$ cat config.mk
export PLATFORM = sky130hd
export DESIGN_NAME = instr_encoder
export DESIGN_NICKNAME = d
export VERILOG_FILES = /design/src/rtl/instr_encoder.sv
export SDC_FILE = /design/constraint.sdc
export NUM_CORES = 1
export LEC_CHECK = 0
export ABC_AREA = 1
export BUFFER_PORTS_ARGS = -buffer_cell sky130_fd_sc_hd__buf_4
export CAP_MARGIN = 40
export CELL_PAD_IN_SITES_DETAIL_PLACEMENT = 1
export CELL_PAD_IN_SITES_GLOBAL_PLACEMENT = 1
export CORE_MARGIN = 4
export CORE_UTILIZATION = 30
export DETAILED_ROUTE_END_ITERATION = 16
export PLACE_DENSITY = 0.88
export SETUP_SLACK_MARGIN = 0.4
export SLEW_MARGIN = 20
export SYNTH_ARGS = -nofsm -noshare
export SYNTH_HDL_FRONTEND = slang
export SYNTH_SLANG_ARGS = --single-unit
$ cat constraint.sdc
create_clock -name clk_i -period 1.6 [get_ports clk_i]
set_clock_uncertainty 0.15 [all_clocks]
set_input_delay 0 -clock clk_i [delete_from_list [all_inputs] [get_ports clk_i]]
set_output_delay 0 -clock clk_i [all_outputs]
set_load 0.01 [all_outputs]
$ cat src/rtl/instr_encoder.sv
// Encodes instruction requests into 32-bit MIPS words and streams them into
// instruction memory at consecutive word addresses, with optional branch delay-slot NOPs.
module instr_encoder #(
    parameter int unsigned ADDR_W     = 10,
    parameter int unsigned DEPTH      = 1024,
    parameter bit          DELAY_SLOT = 1'b0
) (
    input  logic              clk_i,
    input  logic              rst_ni,
    input  logic              clear_i,
    input  logic              req_valid_i,
    output logic              req_ready_o,
    input  logic [3:0]        req_kind_i,
    input  logic [4:0]        req_rs_i,
    input  logic [4:0]        req_rt_i,
    input  logic [4:0]        req_rd_i,
    input  logic [15:0]       req_imm_i,
    input  logic [25:0]       req_target_i,
    output logic              im_we_o,
    output logic [ADDR_W-1:0] im_addr_o,
    output logic [31:0]       im_wdata_o,
    output logic [ADDR_W:0]   count_o,
    output logic              full_o,
    output logic              err_o
);

    typedef enum logic [1:0] {StIdle, StEmit, StEmitNop} state_e;

    localparam logic [ADDR_W:0] DepthC = (ADDR_W + 1)'(DEPTH);
    localparam logic [ADDR_W:0] OneC   = (ADDR_W + 1)'(1);

    state_e            state_q;
    logic [ADDR_W:0]   count_q;
    logic [ADDR_W:0]   count_inc;
    logic [ADDR_W-1:0] addr_q;
    logic [31:0]       wdata_q;
    logic              we_q;
    logic              err_q;
    logic              slot_q;
    logic              full;
    logic              kind_legal;
    logic              is_branch;
    logic [31:0]       enc_word;

    assign count_inc   = count_q + OneC;
    assign full        = (count_q == DepthC);
    assign kind_legal  = (req_kind_i <= 4'd8);
    assign is_branch   = (req_kind_i == 4'd2) || (req_kind_i == 4'd7) || (req_kind_i == 4'd8);
    assign req_ready_o = (state_q == StIdle) && !full;

    always_comb begin
        enc_word = '0;
        case (req_kind_i)
            4'd0:    enc_word = {6'b000000, req_rs_i, req_rt_i, req_rd_i, 5'b00000, 6'b100001};
            4'd1:    enc_word = {6'b000000, req_rs_i, req_rt_i, req_rd_i, 5'b00000, 6'b100011};
            4'd2:    enc_word = {6'b000000, req_rs_i, 15'b0, 6'b001000};
            4'd3:    enc_word = {6'b001101, req_rs_i, req_rt_i, req_imm_i};
            4'd4:    enc_word = {6'b001111, 5'b00000, req_rt_i, req_imm_i};
            4'd5:    enc_word = {6'b100011, req_rs_i, req_rt_i, req_imm_i};
            4'd6:    enc_word = {6'b101011, req_rs_i, req_rt_i, req_imm_i};
            4'd7:    enc_word = {6'b000100, req_rs_i, req_rt_i, req_imm_i};
            4'd8:    enc_word = {6'b000011, req_target_i};
            default: enc_word = '0;
        endcase
    end

    always_ff @(posedge clk_i or negedge rst_ni) begin
        if (!rst_ni) begin
            state_q <= StIdle;
            count_q <= '0;
            addr_q  <= '0;
            wdata_q <= '0;
            we_q    <= 1'b0;
            err_q   <= 1'b0;
            slot_q  <= 1'b0;
        end else if (clear_i) begin
            state_q <= StIdle;
            count_q <= '0;
            addr_q  <= '0;
            wdata_q <= '0;
            we_q    <= 1'b0;
            err_q   <= 1'b0;
            slot_q  <= 1'b0;
        end else begin
            unique case (state_q)
                StIdle: begin
                    if (req_valid_i && req_ready_o) begin
                        if (kind_legal) begin
                            state_q <= StEmit;
                            we_q    <= 1'b1;
                            addr_q  <= count_q[ADDR_W-1:0];
                            wdata_q <= enc_word;
                            slot_q  <= DELAY_SLOT && is_branch;
                        end else begin
                            err_q <= 1'b1;
                        end
                    end
                end
                StEmit: begin
                    count_q <= count_inc;
                    if (slot_q && (count_inc != DepthC)) begin
                        state_q <= StEmitNop;
                        addr_q  <= count_inc[ADDR_W-1:0];
                        wdata_q <= '0;
                    end else begin
                        // A delay slot that would not fit in memory is dropped and flagged.
                        state_q <= StIdle;
                        we_q    <= 1'b0;
                        if (slot_q) begin
                            err_q <= 1'b1;
                        end
                    end
                end
                StEmitNop: begin
                    count_q <= count_inc;
                    state_q <= StIdle;
                    we_q    <= 1'b0;
                end
                default: begin
                    state_q <= StIdle;
                    we_q    <= 1'b0;
                end
            endcase
        end
    end

    assign im_we_o    = we_q;
    assign im_addr_o  = addr_q;
    assign im_wdata_o = wdata_q;
    assign count_o    = count_q;
    assign full_o     = full;
    assign err_o      = err_q;

endmodule

Word level (Yosys, flattened, before mapping) --
Cells that the tools add are included.
Operators by class: add/sub/neg operators 1, magnitude comparators 1, equal/unequal tests 18, reduce and logical (&&, ||, !) cells 17, multiplexer cells 33
Operator list (count):
- case mux 32 bit (9 select lines) | 1
- 2-to-1 mux 32 bit | 4
- case mux 32 bit (2 select lines) | 1
- 2-to-1 mux 10 bit | 4
- 2-to-1 mux 11 bit | 2
- case mux 10 bit (2 select lines) | 1
- equality test 4 x 3 -> 1 bit, second input constant | 4
- inequality test 3 bit, second input constant | 5
- 2-to-1 mux 1 bit | 13
- adder 11 x 1 -> 11 bit, second input constant | 1
- equality test 11 bit, second input constant | 1
- inequality test 11 bit, second input constant | 1
- equality test 4 x 2 -> 1 bit, second input constant | 2
- 2-to-1 mux 2 bit | 4
- nonzero test 2 bit | 4
- AND reduction 3 bit | 2
- AND reduction 5 bit | 1
- equality test 4 x 1 -> 1 bit, second input constant | 1
- equality test 4 bit, second input constant | 1
- less-or-equal comparator 4 bit, second input constant | 1
- logical NOT 4 bit | 1
- case mux 1 bit (2 select lines) | 2
- case mux 2 bit (2 select lines) | 1
- AND reduction 4 bit | 1
- 9 further kinds | 11
Word-level totals: output and inout port bits 57, bits of input ports 65, word-level logic and storage cells 77, register bits 58

Depth between registers and ports, before layout --
word-level depth 7, mapped depth 10, depth with buffers taken out 9

Least setup slack after synthesis --
No wires, ideal clock.
path type reg-to-reg, start reg count_q[0], in the netlist count_o[0], end reg addr_q[4], in the netlist im_addr_o[4], required time 1.385 ns, library setup time 0.065 ns, slack -0.089 ns, stages on the path, launching flop included 10, path buffers 1, clock period less this slack 1.689 ns, data arrival time 1.474 ns, path through dfrtp_1 inv_1 ha_1 nand3_1 nor2_4 nor2_4 nor2_4 buf_8 nand2_2 nand2_1
Between the ends: word-level cells in the longest chain between the ends 6, elaborated cells on any way between the ends 13, classes of those cells add/sub (1); eq/ne (4); mux (3); reduce/logical (5)
Ends and longest elaborated chain:
- start, declared | RTL line 33 | logic [ADDR_W:0] count_q;
- start signal, assigned | RTL line 100 | count_q <= count_inc;
- start signal, assigned | RTL line 115 | count_q <= count_inc;
- equality test 11 bit | RTL line 46 | assign full = (count_q == DepthC);
- net full_o | RTL line 23 | output logic full_o,
- logical NOT 1 bit | RTL line 49 | assign req_ready_o = (state_q == StIdle) && !full;
- logical AND 1 bit | RTL line 49
- logical AND 1 bit | RTL line 87 | if (req_valid_i && req_ready_o) begin
- inequality test 3 x 2 -> 1 bit (no line)
- AND reduction 4 bit (no line)
- end signal, assigned | RTL line 91 | addr_q <= count_q[ADDR_W-1:0];
- end signal, assigned | RTL line 103 | addr_q <= count_inc[ADDR_W-1:0];
- end, declared | RTL line 35 | logic [ADDR_W-1:0] addr_q;
The timed path passes the listed nets, and every way through them passes these cells. The select of a mux whose other input is x is not followed. A chain may end at the register's enable or synchronous reset.

Worst setup path in the final report --
start reg count_q[6], in the netlist count_o[6], end reg wdata_q[1], in the netlist im_wdata_o[1]
Between the ends: word-level cells in the longest chain between the ends 6, elaborated cells on any way between the ends 10, classes of those cells add/sub (1); eq/ne (4); reduce/logical (5)
Ends and longest elaborated chain:
- parallel branches: the longest is 5 deep, another holds adder 11 x 1 -> 11 bit
- AND reduction 4 bit (no line) *
- end signal, assigned | RTL line 92 | wdata_q <= enc_word;
- end, declared | RTL line 36 | logic [31:0] wdata_q;
Mark *: on every way between the ends.

==> metrics <==
status finished with violations; failing checks negative hold slack, negative setup slack; Internal approximately 0.0023 W; delay-heaviest family, CP simple AND/OR/NAND/NOR gates; Worst Path Class, Setup flop to flop; max-slew violation count 0; sequential element share of the synthesized area 0.460; Net Count, Synth 479; Worst EP arrival 1960 ps; ys flop type dfrtp_1; Post-synth EDFFs 0; drt total wl between 20000 and 25000 µm; Syn. warnings 0; P&R area growth vs syn 102%; layout cell share with drive strength beyond 1 0.512; most frequent cells in the layout nand2_1, buf_4, dlygate4sd3_1; Comb pwr share 0.275; first-pass iteration count of the detailed router 6; die area ~11000 µm²; sw frac 0.328; clock power share 0.308; fin crit share 1.14; Max-Cap Viols 0; Tot GR Track Use 0.301; cell mode on critical path nor2_4; Setup crit end kind flop; syn_area_per_cell slightly above 7 µm²; core box area 9370 µm²; fin crit period around 1800 ps; 1st-iter DRT viols 359; async set or reset register ratio after synthesis 1.00; detailed-route DRC error count 0; Mapped Cells 412; Critical Path Start Type flop; actual slew at the worst max-slew pin ~720 ps; CTS H-tree lvls 2; CTS Buffer Depth 2; final worst slack -231 ps; Max IR drop VDD 0.561 mV; number of I/O pins 122; Initial Utilization 0.314; post-DR vias/cell 5.64; Worst path slowest cell dfrtp_2; commonest non-fill, non-tap cell in the layout nand2_1; clock root cell clkbuf_8; initial antenna violation count 0; vias after detailed routing ~4400; Flop pwr share 0.417; flops & latches, synth 54; drt wl/cell roughly 28 µm; Nets 708; CP bufs+invs 2; TritonCTS clock tree yes; Sink Count 54; largest net degree at the start of global routing 30; Final Non-Filler Cells approximately 770; DP Cell Count ~670; Final Wtd Congestion 0.899; DP HPWL 8440 µm; Skew-Pair Late Insertion Delay 340 ps; Hold Slack -14.0 ps; first-pass GRT wire length 26200 µm; vias in the first global route around 4500; pre-CTS WS -141 ps; RSZ-0062 raised after global routing true; Post-Syn Area 2940 µm²; die height 107 µm; Max-slew headroom 0.515; P_sw between 0.001 and 0.0015 W; Final setup viols 50; leakage power 3.23 nW; # port buffers between 100 and 150; crit path cell chain nor2_4 -> nand3_2 -> nor2_4 -> nor2_4 -> nor2_4 -> buf_6 -> buf_12 -> nand2_2 -> nand2_2; CP required between 1500 and 2000 ps; CTS Buf Count 5; final hold violation count 15; Hold WC Path Type input pin to asynchronous set/reset pin; Yosys cell types 23; Max FO, Critical Path 7; post-route ant nets 0; fmax between 0.5 and 0.6 GHz; setup tns final -8240 ps; FP Rows 35; PwrDens 584 nW/µm²; maximum cell stage delay along the critical path 470 ps; Worst-path clk slew around 120 ps; die width approximately 110 µm; GR Overflow Total 0
flip-flops by register name, summed over array words and instances (netlist names):
name / count
state_q: 1
im_wdata_o: 31
count_o: 11
err_o: 1
im_addr_o: 10
per-stage QoR:
step	util	total power, W	hold WS (ps)	instance area (µm²)
floorplan	-	0.00168	-446	2970
global placement	0.442	0.00196	-199	4140
detailed placement	0.442	0.00198	-188	4140
CTS	0.558	0.00315	-2.49	5230
global route	0.633	0.00354	27.9	5940
finish	0.634	0.00347	-14.0	5940
Yosys cell counts (2+ instances only):
library cell | number | area share
buf_4 | 3 | 0.0077
a21oi_1 | 12 | 0.020
o21ai_0 | 6 | 0.010
nor2_4 | 4 | 0.015
nor3_1 | 2 | 0.0034
nand4_1 | 4 | 0.0085
buf_6 | 6 | 0.023
buf_2 | 2 | 0.0034
nand3_1 | 21 | 0.036
nor2_2 | 2 | 0.0043
dfrtp_1 | 54 | 0.46
nand2_2 | 16 | 0.034
nor2_1 | 34 | 0.043
ha_1 | 2 | 0.0085
nand2_1 | 213 | 0.27
inv_1 | 24 | 0.031
area by class of cell:
type                       instances  area [µm²]
clock buffer                       5        68.8
multi-input combinational        321        2020
fill                            1114        3430
tap                              129         161
inverter                          25        96.3
antenna                            2        5.00
timing repair buffer             234        2190
sequential                        54        1360
clock inverter                     3        47.5
repair_timing:
item	in CTS	in global routing
pin swaps	13	31
gates resized for setup	51	159
setup buffers	12	10
gates cloned	3	3
endpoints found under the setup margin	60	66
hold buffers	62	0
hold endpoints to repair	87	0
per-layer routing:
layer  GRT usage  wire [µm]  vias to the layer above
met3      0.0518       1510                      137
met4       0.172       1710                        0
met5           0          0                        -
met1       0.331       7690                     2164
li1            -          -                     1734
met2       0.542      10800                      322
final timing paths:
kind	start	to	slack, ps	cells after the start
worst max-delay path	count_o[6]	im_wdata_o[1]	-230	9
worst min-delay path	rst_ni	im_wdata_o[8]	-10	2
worst max register to register	count_o[6]	im_wdata_o[1]	-230	9
worst min register to register	im_addr_o[3]	im_addr_o[3]	360	2
max in group asynchronous	rst_ni	count_o[4]	780	3
min in group clk_i	req_kind_i[3]	err_o	40	5
cell families after synthesis:
kind of cell	share of synthesized area
AND/OR/NAND/NOR	0.419
flip-flops	0.460
buffers and inverters	0.0736
AO/OA/AOI/OAI	0.0375
adder cells (fa/ha/maj)	0.00851
other	0.00128
worst reg2reg max path: stages (launching register included):
cell     delay [ps]
dfrtp_2         470
nor2_4          170
nand3_2         120
nor2_4          190
nor2_4           60
nor2_4          140
buf_6           150
buf_12          140
nand2_2          80
nand2_2         110
power by group through the flow:
stage                     logic, W  registers, W  clock network [W]
after floorplan           0.000210       0.00147                  0
after global placement    0.000510       0.00145                  0
after detailed placement  0.000530       0.00145                  0
after CTS                 0.000725       0.00143            0.00100
after global routing      0.000991       0.00145            0.00110
final                     0.000955       0.00145            0.00107
No activity file was read; power rests on OpenSTA's default activity.
